## config.mk

```make
export PLATFORM = sky130hd
export DESIGN_NAME = mult_div_unit
export DESIGN_NICKNAME = d
export VERILOG_FILES = /design/src/rtl/mdu_pkg.sv /design/src/rtl/mult_div_unit_negate.sv /design/src/rtl/mult_div_unit.sv
export SDC_FILE = /design/constraint.sdc
export NUM_CORES = 2
export LEC_CHECK = 0
export BUFFER_PORTS_ARGS = -buffer_cell sky130_fd_sc_hd__buf_2
export CELL_PAD_IN_SITES_DETAIL_PLACEMENT = 2
export CELL_PAD_IN_SITES_GLOBAL_PLACEMENT = 2
export CORE_ASPECT_RATIO = 0.9
export CORE_MARGIN = 2
export CORE_UTILIZATION = 35
export CTS_BUF_LIST = sky130_fd_sc_hd__clkbuf_4 sky130_fd_sc_hd__clkbuf_8
export CTS_CLUSTER_SIZE = 40
export DETAILED_ROUTE_END_ITERATION = 8
export GPL_TIMING_DRIVEN = 0
export HOLD_SLACK_MARGIN = 0.08
export PLACE_DENSITY_LB_ADDON = 0.1
export SYNTH_ARGS = -nofsm -noshare
export SYNTH_HDL_FRONTEND = slang
export SYNTH_SLANG_ARGS = --single-unit
```

## constraint.sdc

```tcl
create_clock -name clk -period 5.9 [get_ports clk]
set_input_delay 0.295 -clock clk [delete_from_list [all_inputs] [get_ports clk]]
set_output_delay 0.295 -clock clk [all_outputs]
set_load 0.02 [all_outputs]
```

## src/rtl/mdu_pkg.sv

```systemverilog
// Shared types for the multiply/divide unit.
// Holds the operation encoding driven by the decoder and the state
// encoding of the unit's sequencer.
package mdu_pkg;

  // Operation codes as presented on the op port.
  typedef enum logic [1:0] {
    OP_MULT  = 2'd0,
    OP_MULTU = 2'd1,
    OP_DIV   = 2'd2,
    OP_DIVU  = 2'd3
  } mdu_op_t;

  // Sequencer states: IDLE -> MUL | DIV -> FIX -> IDLE.
  typedef enum logic [1:0] {
    S_IDLE = 2'd0,
    S_MUL  = 2'd1,
    S_DIV  = 2'd2,
    S_FIX  = 2'd3
  } mdu_state_t;

endpackage

```

## src/rtl/mult_div_unit_negate.sv

```systemverilog
// Combinational two's-complement negation.
// Ports:
//   val - operand
//   neg - -val modulo 2^WIDTH
module mdu_negate #(
  parameter int WIDTH = 32
) (
  input  logic [WIDTH-1:0] val,
  output logic [WIDTH-1:0] neg
);

  assign neg = (~val) + WIDTH'(1);

endmodule

```

## src/rtl/mult_div_unit.sv

```systemverilog
// Multi-cycle multiply/divide unit with Hi/Lo result registers.
// Multiplies RADIX_BITS multiplier bits per cycle, divides with a restoring
// divider (one quotient bit per cycle), then sign-corrects in FIX.
// Ports:
//   clk, reset        - clock, synchronous active-high reset
//   valid_in, op      - start request and operation (mdu_op_t encoding)
//   src_a, src_b      - multiplicand/dividend, multiplier/divisor
//   hi_we, lo_we      - MTHI/MTLO strobes writing wdata while idle
//   busy              - operation in flight
//   valid_out         - one-cycle pulse when hi/lo take a new result
//   hi, lo            - result registers
module mult_div_unit
  import mdu_pkg::*;
#(
  parameter int WIDTH      = 32,
  parameter int RADIX_BITS = 8
) (
  input  logic             clk,
  input  logic             reset,
  input  logic             valid_in,
  input  logic [1:0]       op,
  input  logic [WIDTH-1:0] src_a,
  input  logic [WIDTH-1:0] src_b,
  input  logic             hi_we,
  input  logic             lo_we,
  input  logic [WIDTH-1:0] wdata,
  output logic             busy,
  output logic             valid_out,
  output logic [WIDTH-1:0] hi,
  output logic [WIDTH-1:0] lo
);

  localparam int MUL_CYCLES = WIDTH / RADIX_BITS;
  localparam int CW         = $clog2(WIDTH + 1);
  localparam logic [CW-1:0] MUL_LAST = CW'(MUL_CYCLES - 1);
  localparam logic [CW-1:0] DIV_LAST = CW'(WIDTH - 1);

  generate
    if ((WIDTH % RADIX_BITS) != 0) begin : g_bad_radix
      $error("mult_div_unit: RADIX_BITS must divide WIDTH");
    end
  endgenerate

  mdu_state_t         state;
  mdu_op_t            op_t;
  logic [CW-1:0]      cnt;
  logic [WIDTH-1:0]   mp;       // multiplier, reused as the divisor
  logic [2*WIDTH-1:0] mc;       // shifted multiplicand
  logic [2*WIDTH-1:0] acc;      // product, or {remainder, quotient}
  logic [WIDTH-1:0]   raw_a;    // unmodified dividend for divide-by-zero
  logic               is_div;
  logic               neg_lo;
  logic               neg_hi;
  logic               div_zero;

  logic               op_signed;
  logic               op_div;
  logic               sign_a;
  logic               sign_b;
  logic [WIDTH-1:0]   neg_a;
  logic [WIDTH-1:0]   neg_b;
  logic [WIDTH-1:0]   mag_a;
  logic [WIDTH-1:0]   mag_b;
  logic [2*WIDTH-1:0] pp;
  logic [WIDTH:0]     diff;
  logic [2*WIDTH-1:0] neg_prod;
  logic [WIDTH-1:0]   neg_quo;
  logic [WIDTH-1:0]   neg_rem;
  logic [2*WIDTH-1:0] corrected;

  assign op_t      = mdu_op_t'(op);
  assign op_signed = (op_t == OP_MULT) || (op_t == OP_DIV);
  assign op_div    = (op_t == OP_DIV) || (op_t == OP_DIVU);
  assign sign_a    = op_signed & src_a[WIDTH-1];
  assign sign_b    = op_signed & src_b[WIDTH-1];
  assign busy      = (state != S_IDLE);

  mdu_negate #(.WIDTH(WIDTH))   u_neg_a    (.val(src_a),            .neg(neg_a));
  mdu_negate #(.WIDTH(WIDTH))   u_neg_b    (.val(src_b),            .neg(neg_b));
  mdu_negate #(.WIDTH(2*WIDTH)) u_neg_prod (.val(acc),              .neg(neg_prod));
  mdu_negate #(.WIDTH(WIDTH))   u_neg_quo  (.val(acc[WIDTH-1:0]),   .neg(neg_quo));
  mdu_negate #(.WIDTH(WIDTH))   u_neg_rem  (.val(acc[2*WIDTH-1:WIDTH]), .neg(neg_rem));

  assign mag_a = sign_a ? neg_a : src_a;
  assign mag_b = sign_b ? neg_b : src_b;

  // One radix digit of the multiplier times the shifted multiplicand.
  assign pp = (2*WIDTH)'(mp[RADIX_BITS-1:0]) * mc;

  // Restoring trial subtraction on the remainder shifted left by one,
  // pulling in the next dividend bit; a borrow in diff[WIDTH] means restore.
  assign diff = acc[2*WIDTH-1:WIDTH-1] - {1'b0, mp};

  // Final result after sign correction; divide-by-zero bypasses correction.
  always_comb begin
    corrected = acc;
    if (is_div && div_zero) begin
      corrected = {raw_a, {WIDTH{1'b1}}};
    end else if (is_div) begin
      corrected = {(neg_hi ? neg_rem : acc[2*WIDTH-1:WIDTH]),
                   (neg_lo ? neg_quo : acc[WIDTH-1:0])};
    end else if (neg_lo) begin
      corrected = neg_prod;
    end
  end

  // Sequencer and datapath registers. FIX takes two cycles: the first
  // registers the corrected result so the wide negation stays off the
  // hi/lo write path, the second commits it and pulses valid_out.
  always_ff @(posedge clk) begin
    if (reset) begin
      state     <= S_IDLE;
      cnt       <= '0;
      mp        <= '0;
      mc        <= '0;
      acc       <= '0;
      raw_a     <= '0;
      is_div    <= 1'b0;
      neg_lo    <= 1'b0;
      neg_hi    <= 1'b0;
      div_zero  <= 1'b0;
      valid_out <= 1'b0;
      hi        <= '0;
      lo        <= '0;
    end else begin
      valid_out <= 1'b0;
      case (state)
        S_IDLE: begin
          if (hi_we) hi <= wdata;
          if (lo_we) lo <= wdata;
          if (valid_in) begin
            cnt      <= '0;
            mp       <= mag_b;
            mc       <= {{WIDTH{1'b0}}, mag_a};
            acc      <= op_div ? {{WIDTH{1'b0}}, mag_a} : '0;
            raw_a    <= src_a;
            is_div   <= op_div;
            neg_lo   <= sign_a ^ sign_b;
            neg_hi   <= op_div ? sign_a : (sign_a ^ sign_b);
            div_zero <= op_div && (src_b == '0);
            state    <= op_div ? S_DIV : S_MUL;
          end
        end
        S_MUL: begin
          acc <= acc + pp;
          mp  <= mp >> RADIX_BITS;
          mc  <= mc << RADIX_BITS;
          if (cnt == MUL_LAST) begin
            cnt   <= '0;
            state <= S_FIX;
          end else begin
            cnt <= cnt + CW'(1);
          end
        end
        S_DIV: begin
          if (!diff[WIDTH]) begin
            acc <= {diff[WIDTH-1:0], acc[WIDTH-2:0], 1'b1};
          end else begin
            acc <= {acc[2*WIDTH-2:0], 1'b0};
          end
          if (cnt == DIV_LAST) begin
            cnt   <= '0;
            state <= S_FIX;
          end else begin
            cnt <= cnt + CW'(1);
          end
        end
        S_FIX: begin
          if (cnt == '0) begin
            acc <= corrected;
            cnt <= CW'(1);
          end else begin
            hi        <= acc[2*WIDTH-1:WIDTH];
            lo        <= acc[WIDTH-1:0];
            valid_out <= 1'b1;
            cnt       <= '0;
            state     <= S_IDLE;
          end
        end
        default: state <= S_IDLE;
      endcase
    end
  end

endmodule

```

== Word-level counts from Yosys, hierarchy flattened ==
Cells that the tools add are included.
Operators by class
  add/sub/neg operators: 8
  multiply operators: 1
  bitwise operators: 9
  multiplexer cells: 35
  reductions and logical operators: 19
  eq/ne operators: 17
Operators by type and width (count)
  $mux 64: 7
  $mux 32: 10
  $pmux 64 s4: 1
  $pmux 32 s2: 3
  $add 32x1->32 const B: 4
  $not 32->32: 4
  $pmux 64 s2: 1
  $add 64x1->64 const B: 1
  $add 64x64->64: 1
  $mul 8x64->64: 1
  $not 64->64: 1
  $sub 33x32->33: 1
  $logic_not 32->1: 1
  $pmux 6 s4: 1
  $mux 6: 3
  $ne 2x2->1 const B: 7
  $mux 2: 5
  $reduce_and 3->1: 3
  $eq 2x2->1 const B: 4
  $ne 4x4->1 const B: 2
  $pmux 2 s4: 1
  $reduce_and 4->1: 2
  $add 6x1->6 const B: 1
  $eq 6x2->1 const B: 1
  other kinds (14): 23
Storage, ports and cells
  input bits: 103
  register bits after elaboration: 269
  word-level logic and storage cells: 103

== Depth between registers and ports, before layout ==
  depth after elaboration: 7
  mapped depth: 23

== Modules after synthesis ==
From an unflattened synthesis, not the netlist that was laid out.
Second synthesis, totals
  cell total of the unflattened synthesis: 4570
  area, all modules: 35803.1 µm²
By module, submodules not included
  mult_div_unit: seq. area each 5385.2 µm², times used 1, cells each 4052, area an instance 31968.2 µm²
  mdu_negate (u_neg_a ...): seq. area each 0.0 µm², times used 4, cells each 83, area an instance 636.9 µm²
  mdu_negate (u_neg_prod): seq. area each 0.0 µm², times used 1, cells each 186, area an instance 1287.5 µm²

== Worst setup path before layout ==
OpenSTA, ideal clock, no wires.
  path type: reg-to-reg
  start: register mp[0]
  end: register acc[63]
  clock period less this slack: 5.852 ns
  data arrival time: 5.730 ns
  stages on the path, launching flop included: 23
  slack: 0.048 ns
  library setup time: 0.122 ns
  cell sequence: dfxtp_1 > clkbuf_1 > clkbuf_1 > nand2_1 > fa_1 > inv_1 > fa_1 > fa_1 > inv_1 > fa_1 > inv_1 > ha_1 > clkbuf_1 > nand4_1 > nor4_1 > o311ai_0 > nand4_1 > o21ai_0 > a31oi_1 > o21ai_0 > o21ai_0 > xnor2_1 > a221o_1
Between the ends
  word-level cells in the longest chain between the ends: 3
  elaborated cells on any way between the ends: 5
Ends and longest elaborated chain
  start, declared: line mult_div_unit.sv:47  | logic [WIDTH-1:0] mp;
  start signal, assigned: line mult_div_unit.sv:133  | mp <= mag_b;
  start signal, assigned: line mult_div_unit.sv:146  | mp <= mp >> RADIX_BITS;
  $mul 8x64->64 or $sub 33x32->33 (tied branches): line mult_div_unit.sv:88, mult_div_unit.sv:92
  $add 64x64->64 or $mux 64 (tied branches): line mult_div_unit.sv:145, mult_div_unit.sv:156
  $pmux 64 s4 *: line mult_div_unit.sv:127  | case (state)
  end signal, assigned: line mult_div_unit.sv:135  | acc <= op_div ? {{WIDTH{1'b0}}, mag_a} : '0;
  end signal, assigned: line mult_div_unit.sv:145  | acc <= acc + pp;
  end signal, assigned: line mult_div_unit.sv:157  | acc <= {diff[WIDTH-1:0], acc[WIDTH-2:0], 1'b1};
  end, declared: line mult_div_unit.sv:49  | logic [2*WIDTH-1:0] acc;
Mark *: on every way between the ends. The rest lies on a longest branch, timed or not.
A chain may end at the register's enable or synchronous reset.

== Worst setup path after layout ==
  start: register acc[38]
  end: register acc[45]
Between the ends
  word-level cells in the longest chain between the ends: 7
  elaborated cells on any way between the ends: 13
Ends and longest elaborated chain
  $not 64->64 or $not 32->32 (tied branches): line mult_div_unit_negate.sv:12  | assign neg = (~val) + WIDTH'(1);
  $add 64x1->64 or $add 32x1->32 (tied branches): line mult_div_unit_negate.sv:12
  $mux 64 or $mux 32 (tied branches): line mult_div_unit.sv:102, mult_div_unit.sv:100
  $mux 64: line mult_div_unit.sv:99  | end else if (is_div) begin
  $mux 64: line mult_div_unit.sv:97  | if (is_div && div_zero) begin
  $mux 64: line mult_div_unit.sv:169  | if (cnt == '0) begin
  $pmux 64 s4 *: line mult_div_unit.sv:127
Mark *: on every way between the ends. The rest lies on a longest branch, timed or not. The select of a mux whose other input is x is not followed.

==> impl_metrics.py <==
metrics = {
    "outcome": {
        "status": "finished with violations",
        "violations": "negative setup slack",
    },
    "synthesis": {
        "syn_area_um2": 33000,
        "ys_seq_area_share_pct": 16.3,
        "synthArstFlopShare_pct": 0,
        "synth_nets": 4846,
        "synth_common_cells": "inv_1, nand2_1, fa_1, and2_1, a21oi_1",
        "yosysTopAreaCellShare_pct": 24.9,
        "synthTopCellsByArea": "fa_1, dfxtp_1, and2_1, inv_1, nand2_1",
        "synth-edff-count": 0,
        "syn_inst": 4217,
        "avgSynthCellArea_um2": 7.83,
        "ys.flop_type": "dfxtp_1",
        "synth_top_area_cell": "fa_1",
        "synth_cell_types": 75,
        "ys_warn_count": 0,
        "yosysMostFrequentCell": "inv_1",
        "ys_ff_latch": 269,
    },
    "power": {
        "power.density_nw_per_um2": 391,
        "p_total_uw": 15500,
        "ir_drop_mv": 0.231,
        "power.leakage_uw": 0.0175,
    },
    "floorplan": {
        "die_w_um": 328,
        "die_y_um": 295,
        "num_rows": 106,
        "die_area_um2": 96800,
        "core_um2": 93200,
        "start_util_pct": 35.4,
        "pin_count": 169,
    },
    "grt": {
        "grt-ovfl-total": 0,
        "grt_pass1_vias": 35871,
        "grt_pass1_wl_mm": 253,
        "grt_max_degree": 19,
        "globalRouteTotalUtil_pct": 35.8,
        "antenna_found_initial": 9,
    },
    "finish": {
        "nets": 5167,
        "stdcell_count": 5824,
        "drive_above_1_share_pct": 14.6,
        "areaGrowthSynthToFinish_pct": 20.3,
    },
    "setup_path": {
        "start_kind": "register",
        "crit_path_end_kind": "register",
        "cp.required_ps": 6390,
        "crit_type": "register to register",
        "regToRegStartpoint": "acc[38]",
        "path_max_fanout": 6,
        "worstPathArrival_ps": 6660,
        "cp-startpoint": "acc[38]",
    },
    "clocking": {
        "cts_tree": "built",
        "cts.sinks": 269,
        "cts_max_level": 2,
        "clk_pin_slew_worst_paths_ps": 60,
        "clock_latency_ps": 750,
        "clockRootBuffer": "clkbuf_8",
        "cts_buffers": 54,
        "cts.path.max_buffers": 3,
    },
    "timing": {
        "slew_violations": 0,
        "final.period_utilization_pct": 105,
        "min_period_ps": 6170,
        "fin_skew_ps": 105,
        "worstMarginPinSlew_ps": 1440,
        "hold_viol": 0,
        "slew_headroom_pct": 3.97,
        "finalSetupViolations": 10,
        "fmax_ghz": 0.162,
        "rsz0062_at_grt": "yes",
        "finalWorstSetupSlack_ps": -270,
    },
    "route": {
        "detail-route-antenna-nets": 0,
        "vias_per_cell": 5.80,
        "vias": 33776,
        "wl_per_cell_um": 30.3,
        "firstDrtPassIters": 8,
        "routed_wl_mm": 176,
        "drcViolationCount": 0,
        "drtIter0Drc": 3078,
    },
    "place": {
        "port_buffers": 168,
        "gp_congestion": 0.954,
        "dp_hpwl_mm": 138,
        "placedCellCount": 5627,
    },
    "hold_path": {
        "min-delay-start": "wdata[12]",
        "hold_path_class": "primary input to register",
    },
    "run": {
        "cap_violations": 0,
    },
}
-- worst paths after layout --
path | to | slack, ps | cells past startpoint
worst min register to register | mp[15] | 460 | 2
worst max-delay path | acc[45] | -270 | 20
worst max register to register | acc[45] | -270 | 20
worst min-delay path | hi[12] | 110 | 4
-- state kept, by name (all words and copies together) (netlist names) --
register / cells
neg_lo: 1
lo: 32
acc: 64
cnt: 6
mc: 64
raw_a: 32
is_div: 1
mp: 32
valid_out: 1
hi: 32
state: 2
neg_hi: 1
div_zero: 1
-- routing by layer --
layer / global-route usage (%) / vias up / wire, µm
li1: - / 14444 / -
met1: 51.9 / 17781 / 80600
met2: 54.7 / 1308 / 77000
met3: 4.72 / 243 / 12200
met4: 11.7 / 0 / 6540
met5: 0 / - / 0
-- power breakdown --
part	switching [µW]	internal, µW
combinational	6970	3330
sequential	816	2230
clock	1020	1150
total	8810	6710
-- critical path, cell delays in order (launching register included) --
cell	delay, ps
dfxtp_1	590
inv_1	330
fa_1	610
inv_1	60
fa_1	500
fa_1	500
inv_1	60
fa_1	560
inv_2	80
ha_4	280
nand4_1	210
buf_4	230
a211oi_2	310
o41ai_4	170
nand4_1	150
buf_4	190
nor2_4	60
o21ai_2	180
xor2_1	110
a222oi_1	600
o21ai_1	230
-- repair_timing --
item                                    4_1_cts  5_1_grt
setup buffers                                52       38
hold buffers                                 69        0
pin swaps                                    82       98
endpoints found under the setup margin       58       35
gates resized for setup                     315      172
gates cloned                                  3        1
endpoints found under the hold margin        79        0
-- cell type report --
cell class	instances	area, µm²
flip-flops and latches	269	5440
clock buffers	82	1020
diodes	6	15.0
repair buffers	331	2360
clock inverters	12	133
fillers	10541	53500
plain buffers	231	1320
multi-input cells	3088	25800
inverters	563	2120
well taps	1242	1550
-- placed cells by master, fill, tap and decap left out, drive strengths merged, types with 94 or more instances in the layout --
cell	instances
a211oi	94
a21oi	329
and2	352
buf	287
clkbuf	288
dfxtp	269
fa	411
ha	115
inv	563
nand2	508
nor2	265
o21ai	202
xnor2	123
-- stage by stage --
step / TNS [ps] / hold slack [ps] / worst slack [ps] / cell area, µm² / util [%]
floorplan: 0 / 431 / 47.7 / 33000 / -
CTS: -36.3 / 85.0 / -20.4 / 38800 / 41.7
global placement: -118810 / 442 / -3240 / 35400 / 38.0
detailed placement: -102770 / 457 / -2890 / 35400 / 38.0
finish: -1310 / 111 / -270 / 39700 / 42.6
global route: -3280 / 106 / -353 / 39700 / 42.6
-- kinds of logic (layout without fill, tap and decap cells) --
logic type	Yosys count	in the layout	share of synthesized area [%]
buffers and inverters	860	1219	9.83
other	0	6	0
muxes	13	13	0.394
adders and majority gates	526	526	29.3
DFF	269	269	16.3
AOI/OAI and AO/OA	970	970	18.7
xor gates and xnor gates	190	190	5.04
and+or+nand+nor	1389	1389	20.5
Note: power is estimated with default switching activity, not from simulation.
